**config.mk**
```make
export PLATFORM = sky130hd
export DESIGN_NAME = multicycle_control_flat
export DESIGN_NICKNAME = d
export VERILOG_FILES = /design/src/rtl/multicycle_control_pkg.sv /design/src/rtl/multicycle_control_if.sv /design/src/rtl/multicycle_control_timeout.sv /design/src/rtl/multicycle_control.sv /design/src/flat_wrapper.sv
export SDC_FILE = /design/constraint.sdc
export NUM_CORES = 1
export LEC_CHECK = 0
export ABC_AREA = 1
export CORE_MARGIN = 4
export CORE_UTILIZATION = 30
export CTS_BUF_LIST = sky130_fd_sc_hd__clkbuf_8 sky130_fd_sc_hd__clkbuf_16
export DETAILED_ROUTE_END_ITERATION = 7
export GPL_TIMING_DRIVEN = 0
export PLACE_DENSITY = 0.5
export SYNTH_ARGS = -nofsm -noshare
export SYNTH_HDL_FRONTEND = slang
export SYNTH_SLANG_ARGS = --single-unit
```
**constraint.sdc**
```tcl
create_clock -name clk -period 1.5 [get_ports clk]
set_input_delay 0.3 -clock clk [delete_from_list [all_inputs] [get_ports clk]]
set_output_delay 0.3 -clock clk [all_outputs]
set_load 0.005 [all_outputs]
```
**src/rtl/multicycle_control_pkg.sv**
```systemverilog
// Shared encodings for the multicycle sequencer: FSM states, instruction
// classes, trap causes, ALUOp codes, opcodes and the opcode decoder.
package multicycle_control_pkg;

  typedef enum logic [2:0] {
    S_FETCH  = 3'd0,
    S_DECODE = 3'd1,
    S_EXEC   = 3'd2,
    S_MEM    = 3'd3,
    S_WB     = 3'd4,
    S_TRAP   = 3'd7
  } state_e;

  typedef enum logic [2:0] {
    CLS_R  = 3'd0,
    CLS_LD = 3'd1,
    CLS_ST = 3'd2,
    CLS_CB = 3'd3,
    CLS_B  = 3'd4
  } class_e;

  localparam logic [1:0] CAUSE_NONE    = 2'd0;
  localparam logic [1:0] CAUSE_ILLEGAL = 2'd1;
  localparam logic [1:0] CAUSE_IMEM    = 2'd2;
  localparam logic [1:0] CAUSE_DMEM    = 2'd3;

  localparam logic [1:0] ALUOP_DTYPE  = 2'b00;
  localparam logic [1:0] ALUOP_BRANCH = 2'b01;
  localparam logic [1:0] ALUOP_RTYPE  = 2'b10;

  // Exact 11-bit opcodes; CBZ and B carry address bits in their low bits,
  // so they are matched by wildcard patterns in decode_opcode.
  localparam logic [10:0] OP_ADD  = 11'b10001011000;
  localparam logic [10:0] OP_SUB  = 11'b11001011000;
  localparam logic [10:0] OP_AND  = 11'b10001010000;
  localparam logic [10:0] OP_ORR  = 11'b10101010000;
  localparam logic [10:0] OP_LDUR = 11'b11111000010;
  localparam logic [10:0] OP_STUR = 11'b11111000000;

  typedef struct packed {
    logic   legal;
    class_e cls;
  } decode_t;

  // Classify an opcode; legal=0 means no instruction pattern matched.
  function automatic decode_t decode_opcode(input logic [10:0] op);
    decode_t d;
    d.legal = 1'b1;
    d.cls   = CLS_R;
    casez (op)
      OP_ADD, OP_SUB, OP_AND, OP_ORR: d.cls = CLS_R;
      OP_LDUR:                        d.cls = CLS_LD;
      OP_STUR:                        d.cls = CLS_ST;
      11'b10110100???:                d.cls = CLS_CB;
      11'b000101?????:                d.cls = CLS_B;
      default:                        d.legal = 1'b0;
    endcase
    return d;
  endfunction

endpackage

```
**src/rtl/multicycle_control_if.sv**
```systemverilog
// Control bundle between the sequencer and the datapath/memories.
// master = sequencer side, slave = datapath and memory side.
interface multicycle_control_if #(
  parameter int CNT_W = 32
);
  logic [10:0]      opcode;
  logic             zero;
  logic             imem_ack;
  logic             dmem_ack;
  logic             imem_req;
  logic             dmem_req;
  logic             dmem_we;
  logic             ir_write;
  logic             pc_write;
  logic             pc_src;
  logic [1:0]       alu_op;
  logic             alu_src;
  logic             reg_write;
  logic             mem_to_reg;
  logic [2:0]       state;
  logic             trap;
  logic [1:0]       trap_cause;
  logic [CNT_W-1:0] instr_count;

  modport master (
    input  opcode, zero, imem_ack, dmem_ack,
    output imem_req, dmem_req, dmem_we, ir_write, pc_write, pc_src,
           alu_op, alu_src, reg_write, mem_to_reg, state, trap,
           trap_cause, instr_count
  );

  modport slave (
    output opcode, zero, imem_ack, dmem_ack,
    input  imem_req, dmem_req, dmem_we, ir_write, pc_write, pc_src,
           alu_op, alu_src, reg_write, mem_to_reg, state, trap,
           trap_cause, instr_count
  );
endinterface

```
**src/rtl/multicycle_control_timeout.sv**
```systemverilog
// Handshake wait counter: cleared on request entry, counts waiting cycles,
// flags the last permitted cycle (count == LIMIT-1).
module multicycle_control_timeout #(
  parameter int LIMIT = 16
) (
  input  logic clk,
  input  logic reset,
  input  logic clear_i,
  input  logic enable_i,
  output logic expired_o
);
  localparam int W = (LIMIT > 1) ? $clog2(LIMIT) : 1;
  localparam logic [W-1:0] LAST = W'(LIMIT - 1);

  logic [W-1:0] cnt_q;
  logic [W-1:0] cnt_d;

  // Next count: clear has priority over counting.
  always_comb begin
    cnt_d = cnt_q;
    if (clear_i) begin
      cnt_d = '0;
    end else if (enable_i) begin
      cnt_d = cnt_q + W'(1);
    end
  end

  // Counter register.
  always_ff @(posedge clk) begin
    if (reset) begin
      cnt_q <= '0;
    end else begin
      cnt_q <= cnt_d;
    end
  end

  assign expired_o = (cnt_q == LAST);

endmodule

```
**src/rtl/multicycle_control.sv**
```systemverilog
// Multicycle sequencer: FETCH/DECODE/EXEC/MEM/WB with memory handshakes,
// retired-instruction counter, and a sticky trap on illegal opcode or
// memory timeout.
module multicycle_control
  import multicycle_control_pkg::*;
#(
  parameter int TIMEOUT = 16,
  parameter int CNT_W   = 32
) (
  input logic               clk,
  input logic               reset,
  multicycle_control_if.master bus
);

  state_e           state_q, state_d;
  class_e           class_q, class_d;
  logic [1:0]       cause_q, cause_d;
  logic [CNT_W-1:0] count_q;
  logic             retire;
  logic             wait_active;
  logic             expired;
  decode_t          dec;

  logic       imem_req, dmem_req, dmem_we, ir_write, pc_write, pc_src;
  logic [1:0] alu_op;
  logic       alu_src, reg_write, mem_to_reg;

  assign dec = decode_opcode(bus.opcode);

  // Counter restarts whenever the FSM changes state or is not waiting on a memory.
  multicycle_control_timeout #(
    .LIMIT (TIMEOUT)
  ) u_timeout (
    .clk       (clk),
    .reset     (reset),
    .clear_i   ((state_d != state_q) || !wait_active),
    .enable_i  (wait_active),
    .expired_o (expired)
  );

  // Next-state and strobe decode; strobes forced low while reset is held.
  always_comb begin
    state_d     = state_q;
    class_d     = class_q;
    cause_d     = cause_q;
    retire      = 1'b0;
    wait_active = 1'b0;
    imem_req    = 1'b0;
    dmem_req    = 1'b0;
    dmem_we     = 1'b0;
    ir_write    = 1'b0;
    pc_write    = 1'b0;
    pc_src      = 1'b0;
    alu_op      = ALUOP_DTYPE;
    alu_src     = 1'b0;
    reg_write   = 1'b0;
    mem_to_reg  = 1'b0;

    case (state_q)
      S_FETCH: begin
        imem_req    = 1'b1;
        wait_active = 1'b1;
        if (bus.imem_ack) begin
          ir_write = 1'b1;
          pc_write = 1'b1;
          state_d  = S_DECODE;
        end else if (expired) begin
          state_d = S_TRAP;
          cause_d = CAUSE_IMEM;
        end
      end
      S_DECODE: begin
        if (dec.legal) begin
          class_d = dec.cls;
          state_d = S_EXEC;
        end else begin
          state_d = S_TRAP;
          cause_d = CAUSE_ILLEGAL;
        end
      end
      S_EXEC: begin
        case (class_q)
          CLS_R: begin
            alu_op  = ALUOP_RTYPE;
            state_d = S_WB;
          end
          CLS_LD, CLS_ST: begin
            alu_op  = ALUOP_DTYPE;
            alu_src = 1'b1;
            state_d = S_MEM;
          end
          CLS_CB: begin
            alu_op   = ALUOP_BRANCH;
            pc_write = bus.zero;
            pc_src   = 1'b1;
            retire   = 1'b1;
            state_d  = S_FETCH;
          end
          CLS_B: begin
            alu_op   = ALUOP_BRANCH;
            pc_write = 1'b1;
            pc_src   = 1'b1;
            retire   = 1'b1;
            state_d  = S_FETCH;
          end
          default: state_d = S_FETCH;
        endcase
      end
      S_MEM: begin
        dmem_req    = 1'b1;
        dmem_we     = (class_q == CLS_ST);
        alu_op      = ALUOP_DTYPE;
        alu_src     = 1'b1;
        wait_active = 1'b1;
        if (bus.dmem_ack) begin
          if (class_q == CLS_ST) begin
            retire  = 1'b1;
            state_d = S_FETCH;
          end else begin
            state_d = S_WB;
          end
        end else if (expired) begin
          state_d = S_TRAP;
          cause_d = CAUSE_DMEM;
        end
      end
      S_WB: begin
        reg_write  = 1'b1;
        mem_to_reg = (class_q == CLS_LD);
        retire     = 1'b1;
        state_d    = S_FETCH;
      end
      S_TRAP: begin
        state_d = S_TRAP;
      end
      default: state_d = S_FETCH;
    endcase

    if (reset) begin
      imem_req   = 1'b0;
      dmem_req   = 1'b0;
      dmem_we    = 1'b0;
      ir_write   = 1'b0;
      pc_write   = 1'b0;
      pc_src     = 1'b0;
      alu_op     = ALUOP_DTYPE;
      alu_src    = 1'b0;
      reg_write  = 1'b0;
      mem_to_reg = 1'b0;
      retire     = 1'b0;
    end
  end

  // State, class, cause and retire counter registers.
  always_ff @(posedge clk) begin
    if (reset) begin
      state_q <= S_FETCH;
      class_q <= CLS_R;
      cause_q <= CAUSE_NONE;
      count_q <= '0;
    end else begin
      state_q <= state_d;
      class_q <= class_d;
      cause_q <= cause_d;
      if (retire) begin
        count_q <= count_q + CNT_W'(1);
      end
    end
  end

  assign bus.imem_req    = imem_req;
  assign bus.dmem_req    = dmem_req;
  assign bus.dmem_we     = dmem_we;
  assign bus.ir_write    = ir_write;
  assign bus.pc_write    = pc_write;
  assign bus.pc_src      = pc_src;
  assign bus.alu_op      = alu_op;
  assign bus.alu_src     = alu_src;
  assign bus.reg_write   = reg_write;
  assign bus.mem_to_reg  = mem_to_reg;
  assign bus.state       = state_q;
  assign bus.trap        = (state_q == S_TRAP);
  assign bus.trap_cause  = cause_q;
  assign bus.instr_count = count_q;

endmodule
```
**src/flat_wrapper.sv**
```systemverilog
// flat-port wrapper written by rule: the top's interface ports become plain ports
module multicycle_control_flat import multicycle_control_pkg::*;
#(
  parameter int TIMEOUT = 16,
  parameter int CNT_W   = 32
)
  (clk, reset, bus_opcode, bus_zero, bus_imem_ack, bus_dmem_ack, bus_imem_req, bus_dmem_req, bus_dmem_we, bus_ir_write, bus_pc_write, bus_pc_src, bus_alu_op, bus_alu_src, bus_reg_write, bus_mem_to_reg, bus_state, bus_trap, bus_trap_cause, bus_instr_count);
  multicycle_control_if #(.CNT_W(CNT_W)) bus_i ();
  input logic clk;
  input logic reset;
  input wire logic [$bits(bus_i.opcode)-1:0] bus_opcode;
  input wire logic [$bits(bus_i.zero)-1:0] bus_zero;
  input wire logic [$bits(bus_i.imem_ack)-1:0] bus_imem_ack;
  input wire logic [$bits(bus_i.dmem_ack)-1:0] bus_dmem_ack;
  output wire logic [$bits(bus_i.imem_req)-1:0] bus_imem_req;
  output wire logic [$bits(bus_i.dmem_req)-1:0] bus_dmem_req;
  output wire logic [$bits(bus_i.dmem_we)-1:0] bus_dmem_we;
  output wire logic [$bits(bus_i.ir_write)-1:0] bus_ir_write;
  output wire logic [$bits(bus_i.pc_write)-1:0] bus_pc_write;
  output wire logic [$bits(bus_i.pc_src)-1:0] bus_pc_src;
  output wire logic [$bits(bus_i.alu_op)-1:0] bus_alu_op;
  output wire logic [$bits(bus_i.alu_src)-1:0] bus_alu_src;
  output wire logic [$bits(bus_i.reg_write)-1:0] bus_reg_write;
  output wire logic [$bits(bus_i.mem_to_reg)-1:0] bus_mem_to_reg;
  output wire logic [$bits(bus_i.state)-1:0] bus_state;
  output wire logic [$bits(bus_i.trap)-1:0] bus_trap;
  output wire logic [$bits(bus_i.trap_cause)-1:0] bus_trap_cause;
  output wire logic [$bits(bus_i.instr_count)-1:0] bus_instr_count;
  assign bus_i.opcode = bus_opcode;
  assign bus_i.zero = bus_zero;
  assign bus_i.imem_ack = bus_imem_ack;
  assign bus_i.dmem_ack = bus_dmem_ack;
  assign bus_imem_req = bus_i.imem_req;
  assign bus_dmem_req = bus_i.dmem_req;
  assign bus_dmem_we = bus_i.dmem_we;
  assign bus_ir_write = bus_i.ir_write;
  assign bus_pc_write = bus_i.pc_write;
  assign bus_pc_src = bus_i.pc_src;
  assign bus_alu_op = bus_i.alu_op;
  assign bus_alu_src = bus_i.alu_src;
  assign bus_reg_write = bus_i.reg_write;
  assign bus_mem_to_reg = bus_i.mem_to_reg;
  assign bus_state = bus_i.state;
  assign bus_trap = bus_i.trap;
  assign bus_trap_cause = bus_i.trap_cause;
  assign bus_instr_count = bus_i.instr_count;
  multicycle_control #(.TIMEOUT(TIMEOUT), .CNT_W(CNT_W)) u_core (.clk(clk), .reset(reset), .bus(bus_i));
endmodule
```
# == Word level (Yosys, flattened, before mapping) ==
# Cells that the tools add are included.
# word_totals
ff_bits,44
in_bits,16
output_inout_bits,49
elab_cells,88
# classes
n_addsub,2
eq_ne,24
muxes,45
n_reduce_logical,12
# ops
operator,n
$eq 11x11->1 const B,6
$add 32x1->32 const B,1
$mux 1,24
$mux 3,5
$pmux 3 s5,1
$mux 2,7
$eq 3x2->1 const B,4
$pmux 3 s4,1
$eq 3x3->1 const B,3
$eq 8x8->1 const B,1
$reduce_or 2->1,4
$reduce_or 8->1,1
$eq 3x1->1 const B,2
$eq 6x3->1 const B,1
$logic_not 3->1,2
$ne 2x2->1 const B,3
$pmux 1 s2,3
$pmux 2 s3,1
$pmux 3 s2,1
$reduce_and 6->1,1
$add 4x1->4 const B,1
$eq 4x4->1 const B,1
$ne 2x1->1 const B,2
$pmux 2 s2,1
other kinds (6),6

# == Depth between registers and ports, before layout ==
# Gate-level depths: netlist of the first run.
# logic_depth
word_depth,8
ltp_mapped,13
depth_no_buf,13

# == Modules after synthesis ==
# From an unflattened synthesis of the first run, not the netlist that was laid out.
# hier_totals
cells_unflattened,531
hier_area_um2,3243.1
# modules_own_cells
mod,instances,cells_each,area_per_inst_um2,seq_area_each_um2
multicycle_control,1,508,3070.4,800.8
multicycle_control_timeout,1,23,172.7,80.1

# == Least setup slack after synthesis of the first run ==
# No wires, ideal clock.
# synth_path
path_kind,register -> register
start,register u_core.count_q[0] (netlist: u_core.bus.instr_count[0])
end,register u_core.count_q[20] (netlist: u_core.bus.instr_count[20])
setup_ns,0.070
arrival_time_ns,1.489
t_required_ns,1.430
path_slack_ns,-0.059
stages_incl_launch_ff,10
n_path_buf,0
period_less_slack_ns,1.559
cell_sequence,dfxtp_1 -> ha_1 -> nand3_2 -> nor2_2 -> nand3_1 -> nor3_2 -> nand2_2 -> o21bai_1 -> nand2_1 -> a21oi_1
# synth_via
elab_chain_cells,1
# synth_lines
item,line,source
start: declaration,multicycle_control.sv:18,logic [CNT_W-1:0] count_q;
start signal: assignment,multicycle_control.sv:166,count_q <= count_q + CNT_W'(1);
$add 32x1->32,multicycle_control.sv:166,
# No other way between the ends.
# A chain may end at the register's enable or synchronous reset.

# == Worst setup path in the final report of the first run ==
# layout_path
start,register u_core.state_q[0] (netlist: u_core.bus.state[0])
end,output port bus_reg_write
# layout_via
elab_chain_cells,3
# layout_lines
item,line,source
start: declaration,multicycle_control.sv:15,"state_e state_q, state_d;"
start signal: assignment,multicycle_control.sv:162,state_q <= state_d;
$eq 3x3->1,multicycle_control.sv:59,case (state_q)
$mux 1,multicycle_control.sv:59,
$mux 1,multicycle_control.sv:139,if (reset) begin
end: declaration,flat_wrapper.sv:23,output wire logic [$bits(bus_i.reg_write)-1:0] bus_reg_write;
# No other way between the ends.

==> results of run 1 <==
==> per-layer routing <==
layer  share of wire, %  track usage, %
met4                3.1            6.65
met3                6.4            3.58
met1                 38            20.2
met5                  0               0
met2                 52            31.3
==> worst paths after layout <==
| kind | start | endpoint | depth (start not counted) |
|---|---|---|---|
| max | u_core.bus.state[0] | bus_reg_write | 7 |
| min | u_core.u_timeout.cnt_q[0] | u_core.u_timeout.cnt_q[0] | 1 |
| max reg2reg | u_core.bus.state[0] | u_core.bus.instr_count[29] | 11 |
| min reg2reg | u_core.u_timeout.cnt_q[0] | u_core.u_timeout.cnt_q[0] | 1 |
==> where the power goes <==
part	internal, mW	switching [mW]	total, mW
Combinational	1.13	1.28	2.41
Sequential	1.23	0.126	1.36
Clock	0.502	0.460	0.963
==> synthesized netlist by cell type <==
cell type and instances:
nand2_2 6, nor2_1 67, o21a_1 1, a21oi_2 2
mux2i_1 1, nor3_4 2, a21oi_1 32, inv_2 7
nor3b_1 1, nand4_1 14, xnor2_1 8, nand3_2 4
clkbuf_1 5, nand3b_1 3, nand2_1 110, o21ai_0 15
xor2_1 6, nor4_1 3, inv_4 1, inv_1 51
nor3_2 2, nor2_2 2, dfxtp_1 44, buf_1 2
nand3_4 1, ha_1 2, nor3_1 19, nor4_2 2
nand2_4 2, a31oi_1 1, a211oi_1 1, buf_4 2
buf_2 1, nand3_1 23, o21bai_1 2
==> state kept, by name, indices dropped and copies added, names as in the netlist <==
register	flops
u_core.bus.state	3
u_core.u_timeout.cnt_q	4
u_core.bus.trap_cause	2
u_core.bus.instr_count	32
u_core.class_q	3
==> through the flow <==
| step | std cells | worst slack (ns) | setup TNS [ns] |
|---|---|---|---|
| after detailed placement | 620 | -1.30 | -31.40 |
| after global routing | 692 | -0.346 | -13.14 |
| final | 692 | -0.277 | -9.21 |
| after CTS | 670 | -0.287 | -5.78 |
| after floorplan | 445 | 0.0170 | 0 |
| after global placement | 620 | -1.34 | -30.87 |
==> cell type report <==
| cell class | instances | share of cell area [%] |
|---|---|---|
| tap | 111 | 2.70 |
| buffer | 10 | 1.82 |
| sequential | 44 | 19.3 |
| multi-input combinational | 332 | 45.2 |
| clock inverter | 3 | 0.899 |
| inverter | 59 | 4.96 |
| timing repair buffer | 128 | 23.8 |
| clock buffer | 5 | 1.34 |
==> timing repair <==
| item | in CTS | in global routing |
|---|---|---|
| endpoints found under the hold margin | 0 | 0 |
| gates resized for setup | 217 | 152 |
| cloned | 1 | 0 |
| buffers inserted | 43 | 26 |
| setup endpoints to repair | 86 | 80 |
| pin swaps | 31 | 42 |
==> worst max-delay path: stages, from the launching register on <==
cell and delay [ns]:
dfxtp_4 0.40, buf_6 0.11, clkinvlp_4 0.13, buf_6 0.16
nand3_4 0.09, buf_4 0.13, nor2_4 0.03, buf_2 0.12
==> cell families after synthesis <==
logic type      after synthesis
fa+ha+maj                     2
buf+inv                      69
flops                        44
simple gates                261
mux                           1
xor+xnor                     14
compound gates               54
==> summary.txt, run 1 <==
CTS
  – Clock-pin slew on the worst setup and hold paths: 0.09 ns
  – TritonCTS Buffers: 5
  – Root buf cell: clkbuf_8
  – CTS tree: yes
  – Clk buf depth: 2
  – Later-pin clock latency in the skew report: 0.30 ns
  – Clk sinks: 44
  – Hold Buf Count CTS: 0
  – CTS H-tree lvls: 2

Die
  – Row cnt: 35
  – Chip width: 105 um
  – Die Area: 0.0110 mm^2
  – Boundary pin count: 65
  – Starting Density: 30.6%
  – Die height: 105 um
  – Core ar.: 0.00920 mm^2

Yosys
  – Synth Area in Simple Gates: 43.3%
  – Syn nets: 463
  – Largest cells by area after synthesis: dfxtp_1 31%, nand2_1 15%, nor2_1 8.9%
  – Ys Warns: 0
  – Leading area contributor after synthesis: dfxtp_1
  – Synth Area in Compound Gates: 10.3%
  – XOR/XNOR share of the synthesized area: 4.35%
  – Syn Inst Count: 445
  – Multiplexer share of the synthesized area: 0.355%
  – Mapped Area: 0.00282 mm^2
  – Sequential area share after synthesis: 31.3%
  – Avg Inst Size Synth: 6.33 um^2
  – Post-synthesis register bit count: 44
  – Post-synthesis adder-cell area fraction: 0.888%
  – Largest family of logic cells by synthesized area: simple AND/OR/NAND/NOR gates
  – Yosys top cell area share: 31.3%
  – Synth cell types: 35

Global routing
  – GRT Total Usage: 17.4%
  – Antenna violations before repair: 0
  – Total gr overflow: 0
  – Largest net degree at the start of global routing: 16
  – Vias in the first global route: 3323
  – Global-route wire length before repair: 15800 um

Power
  – PD cells: 918 mW/mm^2
  – Static leakage: 2.50 nW
  – PnR Total Power: 4.73 mW
  – Peak supply drop: 753 uV

STA
  – Period utilisation layout: 118%
  – Max_slew headroom: 54.3%
  – Unrepaired setup endpoints after global routing: true
  – Minimum clock period: 1.78 ns
  – # setup viols final: 50
  – Fin. max-slew vios: 0
  – Worst Max-Slew Pin Slew: 0.685 ns
  – Hold WS: 0.462 ns
  – Endpoints failing hold: 0
  – Max Clock Freq: 0.563 GHz
  – Final WS setup: -0.277 ns
  – Layout Skew: 0.00798 ns

Run status
  – Violated checks: setup timing
  – Outcome: complete, but fails checks

Final layout
  – Multi-input logic area: 0.00233 mm^2
  – Post-layout util: 56.0%
  – Sequential Area: 993 um^2
  – Commonest non-fill, non-tap cell in the layout: nand2_1
  – Fin area: 0.00515 mm^2
  – Commonest cells after routing, fill and taps aside: 77 x nand2_1, 48 x buf_4, 46 x nor2_1
  – Layout cells sized above 1: 49.7%
  – Nets@finish: 598
  – Filler cell count: 881
  – Syn-to-layout area delta: 82.9%
  – Final antenna diode count: 0

Worst hold path
  – Worst min-delay path category: reg -> reg

Setup path
  – Worst Path Max Fanout: 4
  – WS Path Type: reg -> out
  – CP Capture Type: output pin
  – Worst EP arrival: 1.48 ns
  – Req. time, crit path: 1.20 ns
  – FF-to-FF setup slack: -0.26 ns
  – Startpoint class of the critical path: flop

Detailed routing
  – # DRC: 0
  – Wire length per cell: 15.0 um
  – Vias: 3507
  – Antenna Nets Post-Route: 0
  – DRT Pass-1 Iters: 4
  – Routed wire length: 10400 um
  – Via-to-Cell Ratio: 5.07
  – Iteration-0 DRC Markers: 145

Place
  – Placed instance area: 0.00361 mm^2
  – Placer Congestion: 0.852
  – Post-detail-place hpwl: 6510 um
  – I/O Buffers: 64

Flow run
  – Max cap viols: 0
Note: power is estimated with default switching activity, not from simulation.
==> inputs of run 2 (changes only) <==
--- a/config.mk
+++ b/config.mk
@@ -11,7 +11,7 @@
 export CTS_BUF_LIST = sky130_fd_sc_hd__clkbuf_8 sky130_fd_sc_hd__clkbuf_16
 export DETAILED_ROUTE_END_ITERATION = 7
 export GPL_TIMING_DRIVEN = 0
-export PLACE_DENSITY = 0.5
+export PLACE_DENSITY = 0.61
 export SYNTH_ARGS = -nofsm -noshare
 export SYNTH_HDL_FRONTEND = slang
 export SYNTH_SLANG_ARGS = --single-unit
==> summary.txt, run 2 (same netlist as run 1, synthesis figures left out) <==
Power
  – Peak supply drop: 699 uV
  – PD cells: 923 mW/mm^2
  – Static leakage: 2.10 nW

CTS
  – Clk buf depth: 2
  – Clk sinks: 44
  – CTS H-tree lvls: 2
  – Root buf cell: clkbuf_8
  – TritonCTS Buffers: 5
  – Clock-pin slew on the worst setup and hold paths: 0.08 ns
  – CTS tree: yes
  – Later-pin clock latency in the skew report: 0.29 ns

Detailed routing
  – Antenna Nets Post-Route: 0
  – Iteration-0 DRC Markers: 155
  – Via-to-Cell Ratio: 5.04
  – # DRC: 0
  – Vias: 3395
  – DRT Pass-1 Iters: 4
  – Routed wire length: 9710 um
  – Wire length per cell: 14.4 um

Final layout
  – Commonest cells after routing, fill and taps aside: 89 x nand2_1, 48 x nor2_1, 43 x inv_1
  – Largest register FFs: 32
  – Nets@finish: 579
  – Post-layout util: 51.2%
  – Syn-to-layout area delta: 67.0%
  – Filler cell count: 873
  – Layout cells sized above 1: 40.2%
  – Commonest non-fill, non-tap cell in the layout: nand2_1
  – Final antenna diode count: 0

STA
  – Endpoints failing hold: 0
  – Minimum clock period: 1.75 ns
  – Fin. max-slew vios: 0
  – Worst Max-Slew Pin Slew: 0.619 ns
  – Setup tns final: -6.68 ns
  – Period utilisation layout: 117%
  – Unrepaired setup endpoints after global routing: true
  – Hold WS: 0.454 ns
  – Max_slew headroom: 58.7%
  – Layout Skew: 0.00935 ns
  – Max Clock Freq: 0.571 GHz
  – # setup viols final: 49
  – Final WS setup: -0.251 ns

Worst hold path
  – Worst hold start: u_core.bus.instr_count[20]
  – WHS Path Cells: 1
  – Worst min-delay path category: reg -> reg

Die
  – Row cnt: 35
  – Die Area: 0.0110 mm^2
  – Starting Density: 30.6%
  – Chip width: 105 um
  – Boundary pin count: 65
  – Core ar.: 0.00920 mm^2
  – Die height: 105 um

Global routing
  – Antenna violations before repair: 0
  – GRT Total Usage: 16.2%
  – Largest net degree at the start of global routing: 14
  – Vias in the first global route: 3217
  – Total gr overflow: 0
  – Global-route wire length before repair: 14900 um

Setup path
  – Worst Path Max Fanout: 5
  – Startpoint class of the critical path: flop
  – WS Path Type: reg -> out
  – Req. time, crit path: 1.20 ns
  – FF-to-FF Start: u_core.bus.state[2]
  – CP Capture Type: output pin
  – FF-to-FF path depth: 9
  – Worst EP arrival: 1.45 ns
  – Worst Setup SP: u_core.bus.state[2]

Run status
  – Violated checks: setup timing
  – Outcome: complete, but fails checks

Place
  – Post-detail-place hpwl: 6320 um
  – I/O Buffers: 64
  – Placer Congestion: 0.881
  – Place WS: -1.33 ns

Flow run
  – Max cap viols: 0
-- run 2: changes by cell type in the layout (fill, tap and decap cells not counted), moves of 4 or more --
cell and delta:
inv_1 +6, a21oi_1 +8, clkdlybuf4s50_1 +10, inv_2 -4, nand3_1 +5, nand2_4 -7, a21oi_2 -7, nand2_1 +12
buf_4 -19, dlymetal6s2s_1 -10
-- run 2: path summary, 6_finish.rpt --
kind | slack (ns) | end
hold reg to reg | 0.45 | u_core.bus.instr_count[20]
setup reg to reg | -0.24 | u_core.bus.instr_count[15]
hold / removal | 0.45 | u_core.bus.instr_count[20]
setup / recovery | -0.25 | bus_pc_write
-- run 2: worst max-delay path, cell delays in order, from the launching register on --
cell     delay [ns]
dfxtp_4        0.38
nor3_4         0.24
nand2_2        0.13
nor2_4         0.14
o21ai_2        0.07
o21ai_1        0.07
buf_2          0.13
-- run 2: what timing repair did --
| item | in CTS | in global routing |
|---|---|---|
| gates resized for setup | 176 | 125 |
| setup endpoints to repair | 84 | 71 |
| setup buffers | 25 | 21 |
| gates cloned | 1 | 0 |
| pin swaps | 17 | 31 |
| hold buffers | 0 | 0 |
-- run 2: area by class of cell --
type                            instances  area (um^2)  share of cell area, %
Sequential cell                        44          982                   20.9
Timing Repair Buffer                  109         1030                   21.9
Multi-Input combinational cell        332         2090                   44.5
Tap cell                              111          139                   2.95
Inverter                               59          250                   5.32
Buffer                                 10          103                   2.18
Clock inverter                          3         38.8                  0.824
Clock buffer                            5         68.8                   1.46
-- run 2: through the flow --
| step | power [mW] | cells | instance area [um^2] |
|---|---|---|---|
| global route | 4.57 | 673 | 4700 |
| floorplan | 2.11 | 445 | 2830 |
| finish | 4.34 | 673 | 4700 |
| detailed placement | 2.56 | 620 | 3610 |
| global placement | 2.55 | 620 | 3610 |
| CTS | 4.01 | 654 | 4210 |
-- run 2: report_power, final --
| part | internal [mW] | total [mW] | leakage, nW | switching, mW |
|---|---|---|---|---|
| clock network | 0.488 | 0.896 | 0.0593 | 0.407 |
| logic | 1.01 | 2.09 | 1.66 | 1.09 |
| registers | 1.23 | 1.35 | 0.380 | 0.118 |
| total | 2.73 | 4.34 | 2.10 | 1.61 |
-- run 2: routing by layer --
metal	track usage (%)	routed length, um
met2	29.7	4990
met1	18.7	3810
met5	0	0
met3	3.64	701
met4	4.78	213
==> inputs of run 3 (changes only) <==
--- a/config.mk
+++ b/config.mk
@@ -9,9 +9,11 @@
 export CORE_MARGIN = 4
 export CORE_UTILIZATION = 30
 export CTS_BUF_LIST = sky130_fd_sc_hd__clkbuf_8 sky130_fd_sc_hd__clkbuf_16
+export CTS_CLUSTER_SIZE = 30
 export DETAILED_ROUTE_END_ITERATION = 7
+export DONT_BUFFER_PORTS = 1
 export GPL_TIMING_DRIVEN = 0
-export PLACE_DENSITY = 0.61
+export PLACE_DENSITY = 0.52
 export SYNTH_ARGS = -nofsm -noshare
 export SYNTH_HDL_FRONTEND = slang
 export SYNTH_SLANG_ARGS = --single-unit
==> summary.txt, run 3 (same netlist as run 1, synthesis figures left out) <==
Detailed routing
  – DRT Pass-1 Iters: 4
  – Wire length per cell: 14.8 um
  – Routed wire length: 8700 um
  – # DRC: 0
  – Via-to-Cell Ratio: 5.09
  – Antenna Nets Post-Route: 0
  – Vias: 2984
  – Iteration-0 DRC Markers: 104

Final layout
  – Commonest cells after routing, fill and taps aside: 94 x nand2_1, 53 x nor2_1, 44 x inv_1
  – Commonest non-fill, non-tap cell in the layout: nand2_1
  – Filler cell count: 992
  – Layout cells sized above 1: 33.9%
  – Largest register FFs: 32
  – Final antenna diode count: 0
  – Nets@finish: 492
  – Syn-to-layout area delta: 32.4%

CTS
  – Later-pin clock latency in the skew report: 0.30 ns
  – CTS H-tree lvls: 2
  – Root buf cell: clkbuf_8
  – CTS tree: yes
  – Clk buf depth: 2
  – Clock-pin slew on the worst setup and hold paths: 0.08 ns
  – Clk sinks: 44
  – TritonCTS Buffers: 5

Power
  – Peak supply drop: 918 uV
  – Static leakage: 1.48 nW
  – PnR Total Power: 3.76 mW
  – PD cells: 1010 mW/mm^2

Setup path
  – Req. time, crit path: 1.67 ns
  – CP Capture Type: flop
  – WS Path Type: reg -> reg
  – Critical Path Max Stage Delay: 0.41 ns
  – Startpoint class of the critical path: flop
  – Worst EP arrival: 1.80 ns
  – Worst Path Max Fanout: 5
  – Crit path cell chain: clkinvlp_4 -> nand3_2 -> nand3_4 -> buf_4 -> buf_6 -> buf_16 -> a21oi_2 -> nor3_1
  – Critical-path top delay cell: dfxtp_4

Die
  – Row cnt: 35
  – Die Area: 0.0110 mm^2
  – Die height: 105 um
  – Chip width: 105 um
  – Boundary pin count: 65
  – Starting Density: 30.6%
  – Core ar.: 0.00920 mm^2

Place
  – I/O Buffers: 0
  – Placer Congestion: 0.856
  – Post-detail-place hpwl: 6280 um

STA
  – Minimum clock period: 1.63 ns
  – Hold WS: 0.293 ns
  – Period utilisation layout: 109%
  – Max_slew headroom: 60.8%
  – Final WS setup: -0.129 ns
  – # setup viols final: 29
  – Worst Max-Slew Pin Slew: 0.588 ns
  – Endpoints failing hold: 0
  – Layout Skew: 0.0107 ns
  – Unrepaired setup endpoints after global routing: true
  – Max Clock Freq: 0.614 GHz
  – Fin. max-slew vios: 0

Run status
  – Violated checks: setup timing
  – Outcome: complete, but fails checks

Worst hold path
  – Worst min-delay path category: in -> reg

Global routing
  – Global-route wire length before repair: 13700 um
  – Largest net degree at the start of global routing: 14
  – Total gr overflow: 0
  – Vias in the first global route: 2818
  – GRT Total Usage: 15.2%
  – Antenna violations before repair: 0

Flow run
  – Max cap viols: 0
run 3: metrics by stage:
stage               worst slack [ns]  cell area, um^2  setup TNS [ns]  utilization (%)  instances
global route                  -0.234             3730           -6.33             40.6        586
CTS                           -0.210             3460           -1.92             37.7        578
detailed placement            -0.338             2970           -7.07             32.2        556
floorplan                     0.0170             2830               0                -        445
global placement              -0.354             2970           -7.43             32.2        556
finish                        -0.129             3730           -2.01             40.6        586
run 3: final cells by class:
cell class / instances / area [um^2] / share of cell area [%]
buffer: 10 / 68.8 / 1.85
clock buffer: 5 / 68.8 / 1.85
clock inverter: 3 / 38.8 / 1.04
inverter: 59 / 243 / 6.51
multi-input combinational: 332 / 2020 / 54.2
sequential: 44 / 948 / 25.4
tap: 111 / 139 / 3.72
timing repair buffer: 22 / 200 / 5.37
run 3: timing repair:
item | in CTS | in global routing
pin swaps | 13 | 24
hold buffers | 0 | 0
gates cloned | 1 | 0
setup buffers | 13 | 8
gates resized for setup | 96 | 63
setup endpoints to repair | 51 | 51
hold endpoints to repair | 0 | 0
run 3: metal layers:
metal / share of wire, % / vias to the layer above / GRT usage, %
met5: 0 / - / 0
met4: 1.2 / 0 / 4.03
met3: 6.6 / 12 / 4.14
met2: 49 / 86 / 25.5
met1: 43 / 1385 / 19.0
li1: - / 1501 / -
run 3: final timing paths:
kind / start / endpoint / slack [ns] / cells after the start
max: u_core.bus.state[0] / u_core.bus.instr_count[21] / -0.13 / 8
min: bus_imem_ack / u_core.bus.trap_cause[0] / 0.29 / 4
max reg2reg: u_core.bus.state[0] / u_core.bus.instr_count[21] / -0.13 / 8
min reg2reg: u_core.u_timeout.cnt_q[0] / u_core.u_timeout.cnt_q[0] / 0.46 / 1
run 3: critical path, delay by kind of cell (launching register included):
| kind | cells | cell delay (ns) |
|---|---|---|
| compound gates | 1 | 0.12 |
| simple gates | 3 | 0.37 |
| flops | 1 | 0.41 |
| buf+inv | 4 | 0.58 |
run 3: power by group:
part	switching, mW	leakage (nW)	internal, mW
registers	0.156	0.372	1.25
clock network	0.423	0.0593	0.488
logic	0.823	1.05	0.618
